[src/rtl/sd_dat_pkg.sv]
// Shared types and constants for the SD 4-bit DAT receive path.
package sd_dat_pkg;
  typedef enum logic [2:0] {
    S_IDLE,
    S_WAIT_START,
    S_DATA,
    S_CRC,
    S_END
  } sd_state_e;

  localparam logic [15:0] SD_CRC16_POLY = 16'h1021;
  localparam int          SD_DAT_W      = 4;
  localparam logic [SD_DAT_W-1:0] SD_START_LVL = 4'h0;
  localparam logic [SD_DAT_W-1:0] SD_END_LVL   = 4'hF;
endpackage

[src/rtl/sd_crc16_serial.sv]
// Bit-serial CRC16-CCITT, MSB first, zero init; one instance per DAT line.
module sd_crc16_serial
  import sd_dat_pkg::*;
(
  input  logic        clk,
  input  logic        rst,
  input  logic        clr,
  input  logic        en,
  input  logic        din,
  output logic [15:0] crc
);
  logic [15:0] crc_q, crc_d;
  logic        fb;

  always_comb begin
    fb    = crc_q[15] ^ din;
    crc_d = crc_q;
    if (clr)     crc_d = '0;
    else if (en) crc_d = {crc_q[14:0], 1'b0} ^ (fb ? SD_CRC16_POLY : 16'h0000);
  end

  always_ff @(posedge clk or posedge rst) begin
    if (rst) crc_q <= '0;
    else     crc_q <= crc_d;
  end

  assign crc = crc_q;
endmodule

[src/rtl/sd_dat_rx_ctrl.sv]
// Single-block SD DAT receiver: sd_clk generation, start-bit hunt, nibble
// capture into bytes, per-line CRC16 check, end-bit check, valid/ready output.
module sd_dat_rx_ctrl
  import sd_dat_pkg::*;
#(
  parameter int CLK_DIV     = 2,
  parameter int BLOCK_BYTES = 512,
  parameter int TIMEOUT_CYC = 65535
) (
  input  logic                clk,
  input  logic                reset,
  input  logic                start,
  input  logic [SD_DAT_W-1:0] dat_in,
  output logic                sd_clk,
  output logic [7:0]          rx_data,
  output logic                rx_valid,
  input  logic                rx_ready,
  output logic                busy,
  output logic                done,
  output logic                crc_err,
  output logic                timeout_err
);
  localparam int DIV_W = (CLK_DIV > 1) ? $clog2(CLK_DIV) : 1;
  localparam int NIB_W = $clog2(2 * BLOCK_BYTES + 1);
  localparam int TO_W  = $clog2(TIMEOUT_CYC + 1);

  sd_state_e           state_q, state_d;
  logic [DIV_W-1:0]    div_q, div_d;
  logic                sd_clk_q, sd_clk_d;
  logic                armed_q, armed_d;
  logic [3:0]          hi_q, hi_d;
  logic [NIB_W-1:0]    nib_q, nib_d, nib_inc;
  logic [3:0]          bit_q, bit_d;
  logic [TO_W-1:0]     to_q, to_d, to_inc;
  logic [7:0]          rx_data_q, rx_data_d;
  logic                rx_valid_q, rx_valid_d;
  logic                done_q, done_d;
  logic                crc_err_q, crc_err_d;
  logic                to_err_q, to_err_d;

  logic                stall, run, wrap, sample, accept, crc_mis;
  logic [SD_DAT_W-1:0][15:0] crc_line;

  for (genvar g = 0; g < SD_DAT_W; g++) begin : g_crc
    sd_crc16_serial u_crc (
      .clk (clk),
      .rst (reset),
      .clr (accept),
      .en  (sample && (state_q == S_DATA)),
      .din (dat_in[g]),
      .crc (crc_line[g])
    );
  end

  // Clock stops while a byte waits for the consumer, except while hunting the start bit.
  assign stall  = rx_valid_q && !rx_ready && (state_q != S_WAIT_START);
  assign run    = (state_q != S_IDLE) && !stall;
  assign wrap   = run && (div_q == DIV_W'(CLK_DIV - 1));
  assign sample = wrap && sd_clk_q;
  assign accept = start && armed_q && (state_q == S_IDLE);
  assign nib_inc = nib_q + NIB_W'(1);
  assign to_inc  = to_q + TO_W'(1);

  always_comb begin
    crc_mis = 1'b0;
    for (int i = 0; i < SD_DAT_W; i++)
      if (dat_in[i] != crc_line[i][~bit_q]) crc_mis = 1'b1;
  end

  always_comb begin
    state_d    = state_q;
    div_d      = div_q;
    sd_clk_d   = sd_clk_q;
    armed_d    = 1'b1;
    hi_d       = hi_q;
    nib_d      = nib_q;
    bit_d      = bit_q;
    to_d       = to_q;
    rx_data_d  = rx_data_q;
    rx_valid_d = rx_valid_q;
    done_d     = 1'b0;
    crc_err_d  = crc_err_q;
    to_err_d   = to_err_q;

    if (rx_valid_q && rx_ready) rx_valid_d = 1'b0;

    if (state_q == S_IDLE) begin
      div_d    = '0;
      sd_clk_d = 1'b0;
    end else if (run) begin
      div_d = wrap ? '0 : div_q + DIV_W'(1);
      if (wrap) sd_clk_d = ~sd_clk_q;
    end

    case (state_q)
      S_IDLE: begin
        if (accept) begin
          crc_err_d = 1'b0;
          to_err_d  = 1'b0;
          nib_d     = '0;
          bit_d     = '0;
          to_d      = '0;
          hi_d      = '0;
          state_d   = S_WAIT_START;
        end
      end
      S_WAIT_START: begin
        if (sample) begin
          if (dat_in == SD_START_LVL) begin
            state_d = S_DATA;
          end else if (to_inc == TO_W'(TIMEOUT_CYC)) begin
            to_err_d = 1'b1;
            done_d   = 1'b1;
            state_d  = S_IDLE;
          end else begin
            to_d = to_inc;
          end
        end
      end
      S_DATA: begin
        if (sample) begin
          nib_d = nib_inc;
          if (!nib_q[0]) begin
            hi_d = dat_in;
          end else begin
            rx_data_d  = {hi_q, dat_in};
            rx_valid_d = 1'b1;
          end
          if (nib_inc == NIB_W'(2 * BLOCK_BYTES)) begin
            bit_d   = '0;
            state_d = S_CRC;
          end
        end
      end
      S_CRC: begin
        if (sample) begin
          if (crc_mis) crc_err_d = 1'b1;
          bit_d = bit_q + 4'd1;
          if (bit_q == 4'd15) state_d = S_END;
        end
      end
      S_END: begin
        if (sample) begin
          if (dat_in != SD_END_LVL) crc_err_d = 1'b1;
          done_d  = 1'b1;
          state_d = S_IDLE;
        end
      end
      default: state_d = S_IDLE;
    endcase
  end

  always_ff @(posedge clk or posedge reset) begin
    if (reset) begin
      state_q    <= S_IDLE;
      div_q      <= '0;
      sd_clk_q   <= 1'b0;
      armed_q    <= 1'b0;
      hi_q       <= '0;
      nib_q      <= '0;
      bit_q      <= '0;
      to_q       <= '0;
      rx_data_q  <= '0;
      rx_valid_q <= 1'b0;
      done_q     <= 1'b0;
      crc_err_q  <= 1'b0;
      to_err_q   <= 1'b0;
    end else begin
      state_q    <= state_d;
      div_q      <= div_d;
      sd_clk_q   <= sd_clk_d;
      armed_q    <= armed_d;
      hi_q       <= hi_d;
      nib_q      <= nib_d;
      bit_q      <= bit_d;
      to_q       <= to_d;
      rx_data_q  <= rx_data_d;
      rx_valid_q <= rx_valid_d;
      done_q     <= done_d;
      crc_err_q  <= crc_err_d;
      to_err_q   <= to_err_d;
    end
  end

  assign sd_clk      = sd_clk_q;
  assign rx_data     = rx_data_q;
  assign rx_valid    = rx_valid_q;
  assign busy        = (state_q != S_IDLE);
  assign done        = done_q;
  assign crc_err     = crc_err_q;
  assign timeout_err = to_err_q;
endmodule

[config.mk]
export PLATFORM = sky130hd
export DESIGN_NAME = sd_dat_rx_ctrl
export DESIGN_NICKNAME = d
export VERILOG_FILES = /design/src/rtl/sd_dat_pkg.sv /design/src/rtl/sd_crc16_serial.sv /design/src/rtl/sd_dat_rx_ctrl.sv
export SDC_FILE = /design/constraint.sdc
export NUM_CORES = 1
export LEC_CHECK = 0
export ABC_AREA = 1
export BUFFER_PORTS_ARGS = -buffer_cell sky130_fd_sc_hd__buf_2
export CAP_MARGIN = 25
export CORE_MARGIN = 2
export CORE_UTILIZATION = 60
export DETAILED_ROUTE_END_ITERATION = 8
export PLACE_DENSITY_LB_ADDON = 0.1
export SYNTH_ARGS = -nofsm -noshare
export SYNTH_HDL_FRONTEND = slang
export SYNTH_HIERARCHICAL = 1
export SYNTH_SLANG_ARGS = --single-unit
[constraint.sdc]
create_clock -name clk -period 6.7 [get_ports clk]
set_input_delay 1.34 -clock clk [delete_from_list [all_inputs] [get_ports clk]]
set_output_delay 1.34 -clock clk [all_outputs]
set_load 0.01 [all_outputs]
Yosys cells after proc, flatten, opt, wreduce, memory -nomap -nowiden
Cells that the tools add are included.
{"block": "totals", "word_cells": 164, "register_bits": 117, "output_inout_bits": 14, "in_bits": 8}
{"block": "op_classes", "n_reduce_logical": 30, "n_addsub": 4, "order_cmp": 1, "bitwise": 10, "mux": 75, "n_eq_ne": 27}
{"cell": "16-bit 2-to-1 mux", "n": 12}
{"cell": "16-bit bitwise XOR", "n": 4}
{"cell": "13-bit 2-to-1 mux", "n": 4}
{"cell": "16-bit one-hot mux with 2 select lines", "n": 1}
{"cell": "1-bit 2-to-1 mux", "n": 30}
{"cell": "3-bit 2-to-1 mux", "n": 9}
{"cell": "4-bit 2-to-1 mux", "n": 6}
{"cell": "2-bit != test (second input constant)", "n": 12}
{"cell": "11-bit 2-to-1 mux", "n": 2}
{"cell": "11-bit one-hot mux with 2 select lines", "n": 1}
{"cell": "16-bit by 1-bit adder with 16-bit output (second input constant)", "n": 1}
{"cell": "1-bit binary-select mux with 4-bit select", "n": 4}
{"cell": "16-bit equality test (second input constant)", "n": 1}
{"cell": "3-bit one-hot mux with 5 select lines", "n": 1}
{"cell": "5-bit AND reduction", "n": 3}
{"cell": "4-bit one-hot mux with 3 select lines", "n": 1}
{"cell": "11-bit by 1-bit adder with 11-bit output (second input constant)", "n": 1}
{"cell": "11-bit equality test (second input constant)", "n": 1}
{"cell": "2-bit nonzero test", "n": 5}
{"cell": "1-bit logical AND", "n": 9}
{"cell": "3-bit nonzero test", "n": 3}
{"cell": "4-bit one-hot mux with 2 select lines", "n": 1}
{"cell": "8-bit AND reduction", "n": 1}
{"cell": "3-bit by 2-bit equality test with 1-bit output (second input constant)", "n": 2}
{"cell": "other kinds (23)", "n": 32}

Logic depth before layout (Yosys ltp)
Gate-level depths: netlist of run 1.
{"block": "depth", "ltp_word": 11, "ltp_mapped": 17, "ltp_nobuf": 15}

Hierarchy
The synthesis of run 1 kept the hierarchy.
{"mod": "sd_dat_rx_ctrl", "seq_area_each_um2": 1326.3, "area_each_um2": 3972.6, "instances": 1, "cells_each": 640}
{"mod": "sd_crc16_serial", "seq_area_each_um2": 400.4, "area_each_um2": 675.6, "instances": 4, "cells_each": 71}

Worst setup path after synthesis of run 1
Ideal clock, no wire load.
{"block": "synth_path", "path_type": "input-to-reg", "start": "in rx_ready", "end": "reg rx_data_q[7], in the netlist rx_data[7]", "arrival_time_ns": 2.985, "setup_slack_ns": 3.584, "stages": 10, "n_path_buf": 1, "setup_ns": 0.131, "cell_sequence": "nor2_1 nand2_1 nand3_1 nor2_2 inv_1 nor2_4 nand2_2 clkbuf_1 nand2_1 o21ai_0"}
{"block": "synth_via", "elab_chain_len": 8}
{"item": "from (decl)", "line_no": "sd_dat_rx_ctrl.sv:17", "text": "input logic rx_ready,"}
{"item": "1-bit zero test", "line_no": "sd_dat_rx_ctrl.sv:56", "text": "assign stall = rx_valid_q && !rx_ready && (state_q != S_WAIT_START);"}
{"item": "1-bit logical AND (2 in series)", "line_no": "sd_dat_rx_ctrl.sv:56"}
{"item": "1-bit zero test", "line_no": "sd_dat_rx_ctrl.sv:57", "text": "assign run = (state_q != S_IDLE) && !stall;"}
{"item": "1-bit logical AND", "line_no": "sd_dat_rx_ctrl.sv:57"}
{"item": "1-bit logical AND", "line_no": "sd_dat_rx_ctrl.sv:58", "text": "assign wrap = run && (div_q == DIV_W'(CLK_DIV - 1));"}
{"item": "1-bit logical AND", "line_no": "sd_dat_rx_ctrl.sv:59", "text": "assign sample = wrap && sd_clk_q;"}
{"item": "3-bit AND reduction (no source line)"}
{"item": "to (signal assigned)", "line_no": "sd_dat_rx_ctrl.sv:177", "text": "rx_data_q <= rx_data_d;"}
{"item": "to (decl)", "line_no": "sd_dat_rx_ctrl.sv:35", "text": "logic [7:0] rx_data_q, rx_data_d;"}
Every way passes these cells.
A chain may end at the register's enable or synchronous reset.

Worst setup path in the final report of run 1
{"block": "layout_path", "start": "in rx_ready", "end": "reg hi_q[1]"}
{"block": "layout_via", "elab_chain_len": 9}
{"item": "1-bit zero test", "line_no": "sd_dat_rx_ctrl.sv:56"}
{"item": "1-bit logical AND (2 in series)", "line_no": "sd_dat_rx_ctrl.sv:56"}
{"item": "1-bit zero test", "line_no": "sd_dat_rx_ctrl.sv:57"}
{"item": "1-bit logical AND", "line_no": "sd_dat_rx_ctrl.sv:57"}
{"item": "1-bit logical AND", "line_no": "sd_dat_rx_ctrl.sv:58"}
{"item": "1-bit logical AND", "line_no": "sd_dat_rx_ctrl.sv:59"}
{"item": "2-bit != test (no source line)"}
{"item": "4-bit AND reduction (no source line)"}
{"item": "to (signal assigned)", "line_no": "sd_dat_rx_ctrl.sv:173", "text": "hi_q <= hi_d;"}
{"item": "to (decl)", "line_no": "sd_dat_rx_ctrl.sv:31", "text": "logic [3:0] hi_q, hi_d;"}
Every way passes these cells.

==> results of run 1 <==
## synthesized netlist by cell type, drive strengths merged (5+ instances only)
cell / instances / share of area
nand3b: 6 / 0.0067
o21ai: 59 / 0.044
xor2: 7 / 0.0092
nand2: 302 / 0.17
inv: 167 / 0.097
o22ai: 28 / 0.026
nor2: 57 / 0.052
dfrtp: 117 / 0.44
nand4: 20 / 0.019
o31ai: 5 / 0.0056
buf: 10 / 0.0094
a21oi: 8 / 0.0077
nand3: 111 / 0.085
clkbuf: 8 / 0.0045
## state kept, by name, summed over array words and instances (netlist names), 3 cells and up
signal and count:
bit_q 4, state_q 3, hi_q 4, to_q 16, rx_data 8, nib_q 11
g_crc.u_crc/crc 64
## layer usage
layer  up-vias  wire length, um  track usage
met2       162             7480        0.450
met1      2860             6780        0.338
met3        35              694       0.0694
li1       3003                -            -
met4         0              293        0.103
met5         -                0            0
## area by class of cell
type | instances | area, um^2
Clock buffer | 27 | 522
Clock inverter | 3 | 40.0
Fill cell | 862 | 3350
Inverter | 167 | 647
Multi-Input combinational cell | 622 | 3010
Sequential cell | 117 | 2930
Tap cell | 140 | 175
Timing Repair Buffer | 26 | 170
## per-stage QoR
stage,cells,setup WS [ns],utilization,power (mW)
6_report,1102,3.61,0.691,2.43
5_1_grt,1102,3.37,0.691,2.57
4_1_cts,1100,3.63,0.687,2.43
3_5_place_dp,1070,3.11,0.635,1.57
3_3_place_gp,1070,3.17,0.635,1.54
2_1_floorplan,924,3.58,-,1.43
## final timing paths
kind / from / to / slack, ns / depth (start not counted)
worst min-delay path: rx_data[4] / rx_data[4] / 0.48 / 2
worst max-delay path: rx_ready / hi_q[1] / 3.61 / 13
worst max register to register: state_q[1] / hi_q[1] / 3.80 / 13
min in group asynchronous: reset / g_crc[0].u_crc/crc[11] / 0.94 / 2
worst min register to register: rx_data[4] / rx_data[4] / 0.48 / 2
max in group asynchronous: reset / to_q[9] / 5.19 / 3
## logic make-up (layout without fill, tap and decap cells)
kind of cell               count (synthesis)  in the layout  synth area share
and+or+nand+nor                          503            503             0.341
adders and majority gates                  4              4           0.00750
DFF                                      117            117             0.439
xor gates and xnor gates                   9              9            0.0118
AOI/OAI and AO/OA                        105            105            0.0898
buffers and inverters                    185            223             0.111
other                                      1              1          0.000562
## critical path: stages
cell,delay [ns]
buf_2,0.09
nor2_1,0.04
nand2_1,0.10
nand3_1,0.10
nor2_2,0.15
nor2_1,0.10
nor2_4,0.30
nand2_1,0.11
inv_2,0.55
nor2_4,0.18
inv_2,0.16
nand2_1,0.15
o22ai_1,0.15
## power breakdown
part / switching, mW / internal, mW
Clock: 0.301 / 0.556
Combinational: 0.452 / 0.202
Sequential: 0.0907 / 0.825
==> flow_metrics.tcl, run 1 <==
set metrics [dict create \
    slew_viol_final 0 \
    root_buffer "clkbuf_8" \
    drtIter0Drc 522 \
    power.density_nw_per_um2 324 \
    cts_resized 0 \
    die_area_um2 12000 \
    async_flop_share 1.00 \
    wl_per_cell_um 13.8 \
    drc 0 \
    grtUsageTotal 0.270 \
    final_layout_size_suffix_gt1_frac 0.0977 \
    cts_setup_buffers 0 \
    path_clk_slew_ns 0.05 \
    tightest_slew_ns 0.943 \
    htreeDepth 4 \
    ir_drop_v 0.000225 \
    hold_path.class "flip-flop to flip-flop" \
    gp_congestion 0.868 \
    final_hold_viol_count 0 \
    fin_crit_sh 0.461 \
    synth_warnings 6 \
    hpwl_um 10300 \
    cts_tree "done" \
    max_cap_viol_count 0 \
    fin_crit_ns 3.09 \
    drt-pass1-iter-count 5 \
    grt_max_degree 54 \
    rows 38 \
    wirelength_um 15200 \
    maxSlewHeadroom 0.369 \
    port_buffers 21 \
    route.vias.total 6060 \
    seq_area_frac_synth 0.439 \
    antenna_found_initial 0 \
    numCtsBuffers 17 \
    clk_path_buf_depth 2 \
    end_kind "flip-flop" \
    ys_types 39 \
    path_class "primary input to flip-flop" \
    fmax_mhz 324 \
    synth_ff_type "dfrtp_1" \
    finClkSkew_ns 0.00735 \
    drtAntennaViolNets 0 \
    overflow 0 \
    fin_tns_setup_ns 0 \
    dieWidth_um 109 \
    cts_sinks 117 \
    rsz0062_at_grt "false" \
    mostFrequentLayoutCell "nand2_1" \
    syn_nets 936 \
    synthesis.instances 924 \
    total_leakage_power_nw 3.68 \
    crit_arrival_ns 3.53 \
    setup_viol_count_final 0 \
    syn-cell-area_um2 6680 \
    ys_ff_latch 117 \
    startpoint_type "primary input" \
    final_cell_mix "299 x nand2_1, 151 x inv_1, 117 x dfrtp_1" \
    syn_to_final_growth_pct 12.2 \
    hold_buffers 0 \
    grt_pass1_vias 5721 \
    start_util 0.616 \
    core_um2 10800 \
    drt-vias-per-instance 5.50 \
    crit_required_ns 7.14 \
    avgSynthCellArea_um2 7.22 \
    die_h_um 109 \
    placed_area_um2 6890 \
    insertion_delay_ns 0.53 \
    status "finished, final reports clean" \
    nNetsFinal 963 \
    synth_edf_count 0 \
    diodes 0 \
    stdcell_area_um2 7490 \
    whs_ns 0.481 \
    ios 22 \
    grt_pass1_wl_um 25500 \
    critical_path.max_fanout 16 \
]
(Power assumes the default switching activity.)
==> run 2: changes to the inputs <==
--- a/config.mk
+++ b/config.mk
@@ -5,11 +5,11 @@
 export SDC_FILE = /design/constraint.sdc
 export NUM_CORES = 1
 export LEC_CHECK = 0
-export ABC_AREA = 1
+export ABC_AREA = 0
 export BUFFER_PORTS_ARGS = -buffer_cell sky130_fd_sc_hd__buf_2
 export CAP_MARGIN = 25
 export CORE_MARGIN = 2
-export CORE_UTILIZATION = 60
+export CORE_UTILIZATION = 56
 export DETAILED_ROUTE_END_ITERATION = 8
 export PLACE_DENSITY_LB_ADDON = 0.1
 export SYNTH_ARGS = -nofsm -noshare
==> constraint.sdc (replaced) <==
create_clock -name clk -period 2.7 [get_ports clk]
set_input_delay 0.54 -clock clk [delete_from_list [all_inputs] [get_ports clk]]
set_output_delay 0.54 -clock clk [all_outputs]
set_load 0.01 [all_outputs]
==> run 2 against run 1 <==
  * Non-clock buffer count increased by 30
  * Synthesized cell count decreased by 32%
  * Design area down 0.50%
  * Critical path depth shrank 4
  * Clock skew increased by 0.0032 ns
  * Cell count decreased by 25%
  * Die area grew 4.2%
  * Sequential share of layout area up 0.20 points
  * Highest routed layer unchanged
==> flow_metrics.tcl, run 2 <==
set metrics [dict create \
    rr_endpoint "done" \
    synth_warnings 6 \
    start_util 0.572 \
    critPathSlowestCell "dfrtp_1" \
    grt_max_degree 44 \
    route.vias.total 5039 \
    drc 0 \
    mostFrequentLayoutCell "dfrtp_1" \
    dieWidth_um 112 \
    ir_drop_v 0.000694 \
    total_power_mw 5.94 \
    synthesis.instances 632 \
    async_flop_share 1.00 \
    synth_ff_type "dfrtp_1" \
    hold_path.class "primary input to asynchronous set/reset pin" \
    max_cap_viol_count 0 \
    path_class "flip-flop to flip-flop" \
    ys_ff_latch 117 \
    cts_sinks 117 \
    syn-cell-area_um2 6500 \
    critical_path.startpoint "to_q[0]" \
    power.density_nw_per_um2 797 \
    final_hold_viol_count 0 \
    core_um2 11400 \
    tightest_slew_ns 0.601 \
    finClkSkew_ns 0.0105 \
    path_delay_family "simple AND/OR/NAND/NOR gates" \
    end_kind "flip-flop" \
    grt_pass1_wl_um 25100 \
    synth-compound-area-share 0.108 \
    cts_setup_buffers 0 \
    die_area_um2 12500 \
    port_buffers 21 \
    place_ws_ns 0.183 \
    syn_nets 644 \
    stdcell_count 821 \
    cp.depth 9 \
    crit_path_max_incr_delay_ns 0.43 \
    rows 39 \
    wl_per_cell_um 17.6 \
    root_buffer "clkbuf_16" \
    worst-path-buf-inv 1 \
    maxSlewHeadroom 0.599 \
    diodes 0 \
    final_cell_mix "117 x dfrtp_1, 84 x nor2_1, 62 x mux2i_1" \
    synthAdderAreaFrac 0.00770 \
    synth_top_cell_by_area "dfrtp_1" \
    fin_crit_sh 0.926 \
    drtIter0Drc 484 \
    rsz0062_at_grt "false" \
    synthTopCellsByArea "dfrtp_1 45%, mux2i_1 9.5%, mux4_2 5.9%, nor2_1 4.8%, o21ai_0 3.1%" \
    path_cells "ha_2 -> nand3_1 -> o32a_1 -> or3_1 -> nand2_1 -> and4b_1 -> buf_4 -> nand4b_1 -> a211oi_2" \
    avgSynthCellArea_um2 10.3 \
    synth_top_family_by_area "simple AND/OR/NAND/NOR gates" \
    crit_required_ns 3.03 \
    gp_congestion 0.921 \
    largest_reg_flops 64 \
    slew_viol_final 0 \
    numCtsBuffers 17 \
    die_h_um 112 \
    synth_xor_area_frac 0.0175 \
    critical_path.max_fanout 7 \
    syn_to_final_growth_pct 14.6 \
    wirelength_um 14500 \
    fin_tns_setup_ns 0 \
    total_leakage_power_nw 3.25 \
    hpwl_um 9750 \
    muxShareOfSynthArea 0.172 \
    multi_input_area_um2 3290 \
    yosys.area.top_type_share 0.450 \
    antenna_found_initial 0 \
    status "finished, final reports clean" \
    startpoint_type "flip-flop" \
    fin_crit_ns 2.50 \
    path_clk_slew_ns 0.05 \
    setup_viol_count_final 0 \
    cts_tree "done" \
    grt_pass1_vias 4998 \
    final_layout_size_suffix_gt1_frac 0.201 \
    htreeDepth 4 \
    drtAntennaViolNets 0 \
    timing.rr.start "to_q[0]" \
    seq_area_frac_synth 0.450 \
    ys_types 70 \
    n_fill_cell 918 \
    fmax_mhz 400 \
    insertion_delay_ns 0.42 \
    drt-vias-per-instance 6.14 \
    r2r_cells 9 \
    dpl.cell_count 793 \
    synth_edf_count 0 \
    overflow 0 \
    nNetsFinal 681 \
    grtUsageTotal 0.252 \
    yosys.area_share.simple 0.199 \
    synth_most_common_cell "dfrtp_1" \
    register_area_um2 2930 \
    drt-pass1-iter-count 5 \
    ios 22 \
    reg2reg_slack_ns 0.20 \
    yosys-top-cells-count "117 x dfrtp_1, 84 x nor2_1, 62 x mux2i_1" \
    crit_arrival_ns 2.82 \
    clk_path_buf_depth 2 \
    setup_ws_ns 0.201 \
]
[run 2: cell types whose count changed in the layout (fill, tap and decap cells not counted), sizes merged, moves of 12 or more]
cell   change
nand2    -247
inv      -151
nand3     -94
mux2i     +62
buf       +30
nor2      +28
o22ai     -28
o21ai     -19
mux4      +17
nand4     -12
[run 2: cell families (layout without fill, tap and decap cells)]
logic type | after synthesis | after routing
AOI/OAI and AO/OA | 104 | 104
xor gates and xnor gates | 13 | 13
adders and majority gates | 4 | 4
buffers and inverters | 54 | 100
DFF | 117 | 117
muxes | 89 | 89
other | 1 | 1
and+or+nand+nor | 250 | 250
[run 2: power by group]
part           switching, mW  total [mW]  leakage (nW)  internal [mW]
Sequential             0.174        2.10          1.61           1.92
Combinational          0.985        1.67          1.36          0.686
Clock                  0.744        2.17         0.281           1.43
Total                   1.90        5.94          3.25           4.04
[run 2: cell type report]
class | instances | share of cell area
multi-input combinational | 461 | 0.442
sequential | 117 | 0.393
clock buffer | 23 | 0.0655
timing repair buffer | 56 | 0.0578
tap | 143 | 0.0240
clock inverter | 5 | 0.0101
inverter | 16 | 0.00806
[run 2: metal layers]
metal,GRT usage,vias up,wire [um],share of wire
met4,0.0848,0,227,0.016
met5,0,-,0,0
met3,0.0615,20,474,0.033
met1,0.342,2538,6660,0.46
li1,-,2381,-,-
met2,0.401,100,7110,0.49
[run 2: worst max-delay path by stage]
stage	end	slack, ns
2_1_floorplan	g_crc[0].u_crc/crc[1]	0.22
3_3_place_gp	to_q[11]	0.29
3_5_place_dp	done	0.18
4_1_cts	done	0.16
5_1_grt	to_q[11]	0.005
6_report	done	0.20
[run 2: repair_timing]
item | CTS | global route
endpoints found under the setup margin | 0 | 5
hold buffers | 0 | 0
gates resized for setup | 0 | 1
[run 2: metrics by stage]
step                 util  cell area, um^2  hold WS, ns
detailed placement  0.606             6890        0.492
finish              0.655             7450        0.232
floorplan               -             6500        0.454
global route        0.655             7450        0.277
CTS                 0.655             7450        0.236
global placement    0.606             6890        0.485
